## config.mk

```make
export PLATFORM = sky130hd
export DESIGN_NAME = pattern_scan_ctrl
export DESIGN_NICKNAME = d
export VERILOG_FILES = /design/src/rtl/pattern_scan_pkg.sv /design/src/rtl/pattern_match_core.sv /design/src/rtl/pattern_scan_ctrl.sv
export SDC_FILE = /design/constraint.sdc
export NUM_CORES = 1
export LEC_CHECK = 0
export BUFFER_PORTS_ARGS = -buffer_cell sky130_fd_sc_hd__buf_4
export CORE_UTILIZATION = 55
export DETAILED_ROUTE_END_ITERATION = 12
export HOLD_SLACK_MARGIN = 0.05
export PLACE_DENSITY = 0.78
export REMOVE_ABC_BUFFERS = 1
export SETUP_SLACK_MARGIN = 0.15
export SKIP_LAST_GASP = 1
export SLEW_MARGIN = 30
export SYNTH_ARGS = -nofsm -noshare
export SYNTH_HDL_FRONTEND = slang
export SYNTH_HIERARCHICAL = 1
export SYNTH_SLANG_ARGS = --single-unit
```

## constraint.sdc

```tcl
create_clock -name clk -period 3.51 [get_ports clk]
set_input_delay 0.1755 -clock clk [delete_from_list [all_inputs] [get_ports clk]]
set_output_delay 0.1755 -clock clk [all_outputs]
set_load 0.01 [all_outputs]
```

## src/rtl/pattern_scan_pkg.sv

```systemverilog
// rtl/pattern_scan_pkg.sv - shared state encoding and default widths for the pattern scan controller
// Contents: state_t (IDLE/LOAD/SHIFT/DONE) and the default DATA_W, PAT_W, CNT_W values.
package pattern_scan_pkg;

  localparam int DEF_DATA_W = 8;
  localparam int DEF_PAT_W  = 4;
  localparam int DEF_CNT_W  = 8;

  typedef enum logic [1:0] {
    IDLE  = 2'b00,
    LOAD  = 2'b01,
    SHIFT = 2'b10,
    DONE  = 2'b11
  } state_t;

endpackage

```

## src/rtl/pattern_match_core.sv

```systemverilog
// rtl/pattern_match_core.sv - serial history register, fill counter and pattern compare
// Ports:
//   clk, reset     clock and synchronous active-high reset
//   data_bit       serial bit consumed when bit_en is high
//   bit_en         consume data_bit this cycle
//   clear          drop history and fill (session start)
//   pattern        target pattern, MSB is the earliest bit in time
//   overlap        1 = history bits may be reused by the next match
//   match          combinational: the bit being consumed completes the pattern
module pattern_match_core #(
  parameter int PAT_W = 4
) (
  input  logic             clk,
  input  logic             reset,
  input  logic             data_bit,
  input  logic             bit_en,
  input  logic             clear,
  input  logic [PAT_W-1:0] pattern,
  input  logic             overlap,
  output logic             match
);

  localparam int FILL_W = $clog2(PAT_W + 1);
  localparam logic [FILL_W-1:0] FILL_MAX = FILL_W'(PAT_W);
  localparam logic [FILL_W-1:0] FILL_ARM = FILL_W'(PAT_W - 1);

  logic [PAT_W-1:0]  history;
  logic [PAT_W-1:0]  next_history;
  logic [FILL_W-1:0] fill;

  assign next_history = {history[PAT_W-2:0], data_bit};

  // fill >= PAT_W-1 is the same as fill+1 >= PAT_W: the incoming bit makes
  // the window full, so a stale or previously used history cannot match.
  assign match = bit_en && (next_history == pattern) && (fill >= FILL_ARM);

  always_ff @(posedge clk) begin
    if (reset || clear) begin
      history <= '0;
      fill    <= '0;
    end else if (bit_en) begin
      history <= next_history;
      if (match && !overlap) begin
        fill <= '0;
      end else if (fill != FILL_MAX) begin
        fill <= fill + FILL_W'(1);
      end
    end
  end

endmodule

```

## src/rtl/pattern_scan_ctrl.sv

```systemverilog
// rtl/pattern_scan_ctrl.sv - session FSM that serialises words MSB-first into the pattern matcher
// Ports:
//   clk, reset       clock and synchronous active-high reset
//   start            begin a session (IDLE only); latches pattern and overlap
//   pattern/overlap  session configuration
//   in_valid/in_data/in_last/in_ready  word handshake, in_last marks the final word
//   detected         registered one-cycle pulse per match
//   match_count      saturating per-session match count
//   busy             high in LOAD and SHIFT
//   done             one-cycle pulse at end of session
module pattern_scan_ctrl
  import pattern_scan_pkg::*;
#(
  parameter int DATA_W = DEF_DATA_W,
  parameter int PAT_W  = DEF_PAT_W,
  parameter int CNT_W  = DEF_CNT_W
) (
  input  logic              clk,
  input  logic              reset,
  input  logic              start,
  input  logic [PAT_W-1:0]  pattern,
  input  logic              overlap,
  input  logic              in_valid,
  input  logic [DATA_W-1:0] in_data,
  input  logic              in_last,
  output logic              in_ready,
  output logic              detected,
  output logic [CNT_W-1:0]  match_count,
  output logic              busy,
  output logic              done
);

  localparam int IDX_W = $clog2(DATA_W);
  localparam logic [IDX_W-1:0] LAST_IDX = IDX_W'(DATA_W - 1);

  state_t             state;
  logic [DATA_W-1:0]  word;
  logic               word_last;
  logic [IDX_W-1:0]   bit_idx;
  logic [PAT_W-1:0]   pat_q;
  logic               ovl_q;
  logic               match;

  assign in_ready = (state == LOAD);
  assign busy     = (state == LOAD) || (state == SHIFT);

  pattern_match_core #(
    .PAT_W (PAT_W)
  ) u_core (
    .clk      (clk),
    .reset    (reset),
    .data_bit (word[bit_idx]),
    .bit_en   (state == SHIFT),
    .clear    ((state == IDLE) && start),
    .pattern  (pat_q),
    .overlap  (ovl_q),
    .match    (match)
  );

  always_ff @(posedge clk) begin
    if (reset) begin
      state       <= IDLE;
      word        <= '0;
      word_last   <= 1'b0;
      bit_idx     <= '0;
      pat_q       <= '0;
      ovl_q       <= 1'b0;
      match_count <= '0;
      detected    <= 1'b0;
      done        <= 1'b0;
    end else begin
      detected <= 1'b0;
      done     <= 1'b0;
      case (state)
        IDLE: begin
          if (start) begin
            pat_q       <= pattern;
            ovl_q       <= overlap;
            match_count <= '0;
            state       <= LOAD;
          end
        end
        LOAD: begin
          if (in_valid) begin
            word      <= in_data;
            word_last <= in_last;
            bit_idx   <= LAST_IDX;
            state     <= SHIFT;
          end
        end
        SHIFT: begin
          if (match) begin
            detected <= 1'b1;
            if (match_count != '1) begin
              match_count <= match_count + CNT_W'(1);
            end
          end
          if (bit_idx == '0) begin
            // done is raised on entry so it lines up with the final bit's detected pulse
            if (word_last) begin
              state <= DONE;
              done  <= 1'b1;
            end else begin
              state <= LOAD;
            end
          end else begin
            bit_idx <= bit_idx - IDX_W'(1);
          end
        end
        DONE: begin
          state <= IDLE;
        end
        default: state <= IDLE;
      endcase
    end
  end

endmodule

```

==> impl_results.md, run 1 <==
- Post-CTS Setup Inserts: 0
- Dpl cells: 273
- Top-area cell type share of the netlist area: 0.390
- RSZ-0062 raised after global routing: false
- CP Launch Type: register
- Post-DP HPWL: roughly 2800 µm
- Final ANT Viol Nets: 0
- Grt total ovfl: 0
- Area contributors post-synth: dfxtp_1 (39%), nand2_1 (8.1%), ha_1 (6.3%), a21oi_1 (5.6%), inv_1 (3.1%)
- Post-Syn Instances: roughly 210
- Worst hold path type: in -> reg
- CTS Sinks: 35
- Worst IR Drop VDD: ~0.44 mV
- Final slew viol count: 0
- NumNets Final: 263
- Initial antenna violation count: 0
- Vias post-DR: approximately 1500
- Placed cell area: ~0.0020 mm²
- Syn Std Cell Area: around 0.0018 mm²
- Largest area contributor in the netlist: dfxtp_1
- Post-CTS sizing: 0
- Ys Warns: 6
- Routed WL: approximately 3800 µm
- GRT Util Overall: 0.240
- Tmin final: approximately 2.7 ns
- Residual DRC: 0
- Port Buffers: 29
- First DRT Iteration DRCs: 39
- Max-Cap Viols: 0
- Starting density of the core: 0.584
- Vias per cell: between 5 and 6
- Pin count of the biggest net entering global routing: 30
- Synth cell types: 54
- IO Pins: 30
- Setup TNS: 0 ns
- Syn Area/Cell: a little under 9 µm²
- Core Footprint: 0.00308 mm²
- Leakage: between 0.0008 and 0.0009 µW
- Status: finished, final reports clean
- Fmax: 0.368 GHz
- CTS Hold Bufs: 0
- Slew HR: 0.699
- Power Dens Cells: 574 mW/mm²
- Synth Register Bits: 35
- Worst skew pair latency: between 0.3 and 0.4 ns
- Critical Path Sink Type: register
- Worst-Margin Slew: between 0.4 and 0.5 ns
- FFs w/ async S/R, synth: 0
- Clock root buffer: clkbuf_4
- Critical path class: reg -> reg
- H-tree levels: 2
- Setup WS pre-CTS: slightly above 0.8 ns
- First-pass GRT wire length: ~6300 µm
- Area growth, synth to finish: 16.2%
- CTS tree: done
- Sequential fraction of the synthesis area: 0.390
- Design Area, Final: 0.00209 mm²
- Final setup violating endpoints: 0
- Die X: about 60 µm
- GP Congestion: between 0.8 and 0.9
- Worst Path Arrival: approximately 3.0 ns
- Clock buffer depth: 2
- Inserted Diodes: 0
- Crit-path max FO: 10
- Count of final hold-check violations: 0
- EDFF count, synth: 0
- Final worst setup slack: 0.794 ns
- Die Span Y: just under 60 µm
- FF-to-FF path depth: 9
- Total power: 1200 µW
- Routed WL per cell: ~13 µm
- Site row count: 20
- Tcrit/Tclk final: 0.774
- Top FF cell, synth: dfxtp_1
- Worst-path clk slew: about 0.12 ns
- Number of global-route vias before repair: between 1000 and 1500
- CP required: around 3.8 ns
- Non-Filler Instances: 281
- Num CTS Buffers: 5
- Drt first pass iters: 4
- Hold path cells: 3
- Clock Skew: between 0.015 and 0.02 ns
- Share of cells above drive strength 1: 0.215
- DIE AREA: ~0.0035 mm²
cells by family after synthesis:
group,count (synthesis),share of synthesized area
AO/OA/AOI/OAI,47,0.182
XOR/XNOR,5,0.0244
adder cells (fa/ha/maj),9,0.0627
buffers and inverters,23,0.0550
flip-flops,35,0.390
multiplexers,7,0.0543
AND/OR/NAND/NOR,81,0.231
per-stage QoR:
stage           util  hold slack, ns
2_1_floorplan      -           0.245
4_1_cts        0.678          0.0560
3_3_place_gp   0.661           0.422
6_report       0.678          0.0668
5_1_grt        0.678          0.0605
3_5_place_dp   0.661           0.435
metal layers:
layer	track usage	up-vias	wire length, µm
met1	0.294	709	1630
met5	0	-	0
met3	0.0415	7	174
met4	0.109	0	64
li1	-	782	-
met2	0.411	44	1900
flip-flops by register name, summed over array words and instances, names as in the netlist:
signal and count:
bit_idx 3, detected 1, done 1, match_count 8, ovl_q 1, pat_q 4
state 2, u_core/fill 3, u_core/history 3, word 8, word_last 1
worst paths after layout:
path	start	endpoint	slack (ns)
setup / recovery	bit_idx[0]	match_count[7]	0.79
hold / removal	pattern[2]	pat_q[2]	0.07
setup reg to reg	bit_idx[0]	match_count[7]	0.79
hold reg to reg	word[7]	word[7]	0.46
worst max-delay path, cell delays in order (launching register included):
cell and delay (ns):
dfxtp_1 0.45, mux4_2 0.55, mux2_2 0.31, xnor2_1 0.15, nand4_1 0.14, nor2_1 0.16
nand2b_1 0.19, o211ai_4 0.16, o31a_1 0.32, a211oi_1 0.20
placed cells by master, fill, tap and decap left out, types with 4 or more instances in the layout:
cell and n:
inv_1 15, ha_1 9, nand2_1 39, clkbuf_4 5
buf_4 30, nor3_1 4, a211oi_1 5, and3_1 5
dfxtp_1 35, o21ai_0 4, xnor2_1 5, nor2_1 7
a21oi_1 20
final cells by class:
type	instances	area [µm²]
multi-input cells	149	997
fillers	278	991
flip-flops and latches	35	701
repair buffers	30	225
inverters	15	56.3
well taps	44	55.1
clock buffers	5	37.5
clock inverters	3	15.0
Yosys cell counts (2+ instances only):
cell,n
nand2_1,39
nor2_1,7
a211oi_1,5
o21ai_0,4
dfxtp_1,35
mux2i_1,3
nor3_1,4
a21oi_1,20
and3_1,5
nand2b_1,3
nand4_1,3
nand3_1,3
clkbuf_1,4
a21o_1,2
xnor2_1,5
inv_1,15
nor2b_1,2
mux4_2,2
ha_1,9
mux2_2,2
o32ai_1,2
where the power goes:
part | internal, µW | total, µW | switching, µW
clock | 74.5 | 208 | 133
combinational | 208 | 494 | 286
sequential | 450 | 496 | 46.2
total | 732 | 1200 | 465
No activity file was read; power rests on OpenSTA's default activity.
==> inputs of run 2 (changes only) <==
==> constraint.sdc (replaced) <==
create_clock -name clk -period 2.8 [get_ports clk]
set_input_delay 0.14 -clock clk [delete_from_list [all_inputs] [get_ports clk]]
set_output_delay 0.14 -clock clk [all_outputs]
set_load 0.01 [all_outputs]
==> run 2 against run 1 <==
Net effect: die area unchanged; cell area increased by 9.8%; critical path depth unchanged; combinational power increased by 47%; via count increased by 7.1%; wire length increased by 9.3%; critical path type unchanged; sequential power increased by 26%; register-to-register slack got worse by 0.58 ns; largest cell class unchanged.
==> impl_results.md, run 2 (synthesized netlist as in run 1, its figures left out) <==
- Worst skew pair latency: 0.35 ns (was 0.34 ns)
- Regs by FF count: match_count x8, word x8, pat_q x4 (unchanged)
- Final ANT Viol Nets: 0 (unchanged)
- Slew HR: 0.667 (was 0.699)
- Pin count of the biggest net entering global routing: 30 (unchanged)
- Clock Skew: 0.0120 ns (was 0.0166 ns)
- IO Pins: 30 (unchanged)
- CP Launch Type: register (unchanged)
- Number of global-route vias before repair: 1571 (was 1481)
- CTS tree: done (unchanged)
- GP Congestion: 0.823 (unchanged)
- Die X: 59.2 µm (unchanged)
- Worst hold path type: in -> reg (unchanged)
- CTS Sinks: 35 (unchanged)
- Worst-Margin Slew: 0.499 ns (was 0.452 ns)
- Num CTS Buffers: 5 (unchanged)
- Commonest non-fill, non-tap cells in the layout: nand2_1 (39), dfxtp_1 (34), buf_4 (32) (was nand2_1 (39), dfxtp_1 (35), buf_4 (30))
- Worst-path clk slew: 0.10 ns (was 0.12 ns)
- NumNets Final: 277 (was 263)
- CP required: 3.06 ns (was 3.76 ns)
- Starting density of the core: 0.584 (unchanged)
- Residual DRC: 0 (unchanged)
- Fmax: 0.387 GHz (was 0.368 GHz)
- Tmin final: 2.59 ns (was 2.72 ns)
- Count of final hold-check violations: 0 (unchanged)
- Worst IR Drop VDD: 0.646 mV (was 0.442 mV)
- Core Util, Final: 0.745 (was 0.678)
- Status: finished, final reports clean (unchanged)
- Drt first pass iters: 4 (unchanged)
- Final slew viol count: 0 (unchanged)
- Setup WS pre-CTS: 0.112 ns (was 0.822 ns)
- Crit-path max FO: 5 (was 10)
- RSZ-0062 raised after global routing: true (was false)
- GRT Util Overall: 0.252 (was 0.240)
- Site row count: 20 (unchanged)
- Vias per cell: 5.60 (was 5.49)
- Critical path class: reg -> reg (unchanged)
- Port Buffers: 29 (unchanged)
- First DRT Iteration DRCs: 46 (was 39)
- Post-DP HPWL: 2810 µm (unchanged)
- Critical Path Sink Type: register (unchanged)
- Design Area, Final: 0.00229 mm² (was 0.00209 mm²)
- Die Span Y: 59.2 µm (unchanged)
- Filler cell count: 237 (was 278)
- H-tree levels: 2 (unchanged)
- Vias post-DR: 1651 (was 1542)
- FF-to-FF path depth: 9 (unchanged)
- Final worst setup slack: 0.214 ns (was 0.794 ns)
- Leakage: 0.000900 µW (was 0.000827 µW)
- Worst Path Arrival: 2.85 ns (was 2.97 ns)
- Setup TNS: 0 ns (unchanged)
- Initial antenna violation count: 0 (unchanged)
- Share of cells above drive strength 1: 0.255 (was 0.215)
- Grt total ovfl: 0 (unchanged)
- Routed WL per cell: 13.9 µm (was 13.4 µm)
- Core Footprint: 0.00308 mm² (unchanged)
- Most common cell after layout, fill and taps aside: nand2_1 (unchanged)
- Max-Cap Viols: 0 (unchanged)
- Routed WL: 4110 µm (was 3760 µm)
- DIE AREA: 0.00350 mm² (unchanged)
- Clock buffer depth: 2 (unchanged)
- Tcrit/Tclk final: 0.923 (was 0.774)
- First-pass GRT wire length: 6600 µm (was 6270 µm)
- Final setup violating endpoints: 0 (unchanged)
- Placed cell area: 0.00203 mm² (unchanged)
- Power Dens Cells: 705 mW/mm² (was 574 mW/mm²)
- Clock root buffer: clkbuf_4 (unchanged)
- Hold path cells: 3 (unchanged)
- Inserted Diodes: 0 (unchanged)
- Area growth, synth to finish: 27.6% (was 16.2%)
-- run 2: changes by cell type in the layout (fill, tap and decap cells not counted), sizes merged --
cell	before	now
buf	30	32
dlygate4sd3	0	11
o211ai	2	3
-- run 2: repair_timing --
| action | CTS | global route |
|---|---|---|
| cloned | 0 | 1 |
| hold buffers | 11 | 0 |
| endpoints found under the hold margin | 11 | 0 |
| resized for setup | 2 | 10 |
| setup buffers | 0 | 2 |
| pin swaps | 0 | 3 |
| setup endpoints to repair | 4 | 6 |
-- run 2: critical path: stages (launching register included) --
cell,delay [ns]
dfxtp_4,0.38
mux4_2,0.52
mux2_4,0.30
xnor2_2,0.14
nand4_1,0.15
nor2_1,0.19
nand2b_4,0.18
o211ai_4,0.12
o31a_1,0.33
a211oi_2,0.20
-- run 2: final timing paths --
| check | slack (ns) | start | end |
|---|---|---|---|
| worst min-delay path | 0.05 | overlap | ovl_q |
| worst max-delay path | 0.21 | bit_idx[0] | match_count[7] |
| worst min register to register | 0.46 | word[7] | word[7] |
| worst max register to register | 0.21 | bit_idx[0] | match_count[7] |
-- run 2: through the flow --
step           power [µW]  hold slack, ns  instances
4_1_cts              1530          0.0532        292
2_1_floorplan        1080           0.209        199
3_5_place_dp         1250           0.399        273
5_1_grt              1720          0.0591        295
6_report             1620          0.0522        295
3_3_place_gp         1210           0.386        273
-- run 2: where the power goes --
| part | internal, µW | switching [µW] | total, µW | leakage (µW) |
|---|---|---|---|---|
| Sequential | 568 | 57.7 | 626 | 0.000285 |
| Clock | 93.4 | 170 | 263 | 0.0000347 |
| Combinational | 315 | 412 | 727 | 0.000581 |
| Total | 977 | 639 | 1620 | 0.000900 |
-- run 2: metal layers --
metal  wire (µm)  vias to the layer above  share of wire  track usage
met5           0                        -              0            0
met4          66                        0          0.016        0.112
met3         143                       11          0.035       0.0459
met2        2110                       41           0.51        0.430
met1        1800                      782           0.44        0.309
li1            -                      817              -            -
-- run 2: final cells by class --
| type | instances | area, µm² | area share |
|---|---|---|---|
| Multi-Input combinational cell | 150 | 1070 | 0.468 |
| Sequential cell | 35 | 704 | 0.307 |
| Timing Repair Buffer | 43 | 350 | 0.153 |
| Inverter | 15 | 56.3 | 0.0246 |
| Tap cell | 44 | 55.1 | 0.0240 |
| Clock buffer | 5 | 37.5 | 0.0164 |
| Clock inverter | 3 | 15.0 | 0.00655 |
==> inputs of run 3 (changes only) <==
--- a/config.mk
+++ b/config.mk
@@ -6,12 +6,11 @@
 export NUM_CORES = 1
 export LEC_CHECK = 0
 export BUFFER_PORTS_ARGS = -buffer_cell sky130_fd_sc_hd__buf_4
-export CORE_UTILIZATION = 55
+export CORE_UTILIZATION = 30
 export DETAILED_ROUTE_END_ITERATION = 12
 export HOLD_SLACK_MARGIN = 0.05
-export PLACE_DENSITY = 0.78
 export REMOVE_ABC_BUFFERS = 1
-export SETUP_SLACK_MARGIN = 0.15
+export SETUP_SLACK_MARGIN = 0.3
 export SKIP_LAST_GASP = 1
 export SLEW_MARGIN = 30
 export SYNTH_ARGS = -nofsm -noshare
==> run 3 against run 2 <==
Net effect: wire length fell by 8.8%; non-clock buffer count decreased by 9; die area rose by 80%; utilization decreased by 34 points; global-route usage decreased by 13 points; largest cell class unchanged; critical path depth did not move; highest routed layer unchanged.
==> impl_results.md, run 3 (synthesized netlist as in run 1, its figures left out) <==
- Placed cell area: 0.00207 mm² (was 0.00203 mm²)
- Worst-path clk slew: 0.07 ns (was 0.10 ns)
- Post-DP HPWL: 2620 µm (was 2810 µm)
- Power Dens Cells: 756 mW/mm² (was 705 mW/mm²)
- Core Footprint: 0.00564 mm² (was 0.00308 mm²)
- Worst Path Arrival: 2.70 ns (was 2.85 ns)
- Residual DRC: 0 (unchanged)
- CP required: 3.01 ns (was 3.06 ns)
- Setup TNS: 0 ns (unchanged)
- Count of final hold-check violations: 0 (unchanged)
- Critical Path Sink Type: register (unchanged)
- Critical path class: reg -> reg (unchanged)
- Clock root buffer: clkbuf_8 (was clkbuf_4)
- Regs by FF count: match_count x8, word x8, pat_q x4 (unchanged)
- Crit-path max FO: 7 (was 5)
- DIE AREA: 0.00630 mm² (was 0.00350 mm²)
- Clock buffer depth: 2 (unchanged)
- CTS Hold Bufs: 0 (was 11)
- CTS Sinks: 35 (unchanged)
- IO Pins: 30 (unchanged)
- CTS tree: done (unchanged)
- Hold Slack: 0.0979 ns (was 0.0522 ns)
- CP Launch Type: register (unchanged)
- Worst skew pair latency: 0.28 ns (was 0.35 ns)
- RSZ-0062 raised after global routing: true (unchanged)
- Num CTS Buffers: 5 (unchanged)
- Tcrit/Tclk final: 0.888 (was 0.923)
- Status: finished, final reports clean (unchanged)
- Initial antenna violation count: 0 (unchanged)
- Slew HR: 0.696 (was 0.667)
- Area growth, synth to finish: 26.7% (was 27.6%)
- Pin count of the biggest net entering global routing: 30 (unchanged)
- Worst Hold Launch: in_last (was overlap)
- GRT Util Overall: 0.124 (was 0.252)
- Routed WL per cell: 12.0 µm (was 13.9 µm)
- Commonest non-fill, non-tap cells in the layout: nand2_1 (39), dfxtp_1 (34), buf_4 (34) (was nand2_1 (39), dfxtp_1 (34), buf_4 (32))
- Final ANT Viol Nets: 0 (unchanged)
- Die X: 79.4 µm (was 59.2 µm)
- First DRT Iteration DRCs: 71 (was 46)
- Port Buffers: 29 (unchanged)
- Design Area, Final: 0.00228 mm² (was 0.00229 mm²)
- Die Span Y: 79.4 µm (was 59.2 µm)
- H-tree levels: 2 (unchanged)
- Grt total ovfl: 0 (unchanged)
- First-pass GRT wire length: 6090 µm (was 6600 µm)
- Worst IR Drop VDD: 0.338 mV (was 0.646 mV)
- Worst-Margin Slew: 0.456 ns (was 0.499 ns)
- Leakage: 0.000873 µW (was 0.000900 µW)
- Tmin final: 2.49 ns (was 2.59 ns)
- Final setup violating endpoints: 0 (unchanged)
- Vias post-DR: 1544 (was 1651)
- Max-Cap Viols: 0 (unchanged)
- Drt first pass iters: 4 (unchanged)
- Site row count: 27 (was 20)
- Worst hold path type: in -> reg (unchanged)
- Fmax: 0.402 GHz (was 0.387 GHz)
- Inserted Diodes: 0 (unchanged)
- Worst r2r src: bit_idx[0] (unchanged)
- Final slew viol count: 0 (unchanged)
- GP Congestion: 0.748 (was 0.823)
- Clock Skew: 0.00612 ns (was 0.0120 ns)
- Crit path from: bit_idx[0] (unchanged)
- Share of cells above drive strength 1: 0.274 (was 0.255)
- NumNets Final: 267 (was 277)
- Routed WL: 3750 µm (was 4110 µm)
- Starting density of the core: 0.318 (was 0.584)
- Number of global-route vias before repair: 1360 (was 1571)
- Vias per cell: 4.93 (was 5.60)
- Most common cell after layout, fill and taps aside: nand2_1 (unchanged)
-- run 3: repair_timing --
| item | 4_1_cts | 5_1_grt |
|---|---|---|
| gates resized for setup | 5 | 10 |
| buffers inserted | 4 | 0 |
| pin swaps | 3 | 2 |
| setup endpoints to repair | 7 | 7 |
-- run 3: area by class of cell --
class | count | area, µm²
well taps | 72 | 90.1
inverters | 15 | 56.3
multi-input cells | 149 | 1070
clock buffers | 8 | 100
fillers | 570 | 3370
flip-flops and latches | 35 | 704
repair buffers | 34 | 255
-- run 3: critical path: stages, from the launching register on --
cell      delay (ns)
dfxtp_4         0.37
mux4_2          0.48
mux2_4          0.30
xnor2_2         0.15
nand4_1         0.15
nor2_2          0.16
nand2b_4        0.16
o211ai_4        0.12
o31a_1          0.33
a211oi_2        0.18
-- run 3: final timing paths --
path                          to  slack, ns  cells past startpoint
setup reg to reg  match_count[7]       0.31                      9
hold / removal         word_last        0.1                      3
setup / recovery  match_count[7]       0.31                      9
hold reg to reg          word[2]       0.45                      2
-- run 3: report_power, final --
part / total (µW) / switching [µW] / internal, µW
clock: 400 / 176 / 224
sequential: 627 / 58.7 / 568
combinational: 693 / 383 / 310
total: 1720 / 618 / 1100
-- run 3: metal layers --
| layer | vias to the layer above | share of wire | track usage |
|---|---|---|---|
| met2 | 30 | 0.50 | 0.203 |
| met1 | 715 | 0.45 | 0.151 |
| met4 | 0 | 0.012 | 0.0564 |
| li1 | 793 | - | - |
| met3 | 6 | 0.039 | 0.0354 |
| met5 | - | 0 | 0 |
-- run 3: per-stage QoR --
stage / power [µW] / worst slack [ns] / std cells / util
floorplan: 1080 / 0.298 / 199 / -
global placement: 1240 / 0.222 / 301 / 0.367
detailed placement: 1250 / 0.111 / 301 / 0.367
CTS: 1700 / 0.317 / 313 / 0.394
global route: 1850 / 0.244 / 313 / 0.403
finish: 1720 / 0.314 / 313 / 0.403
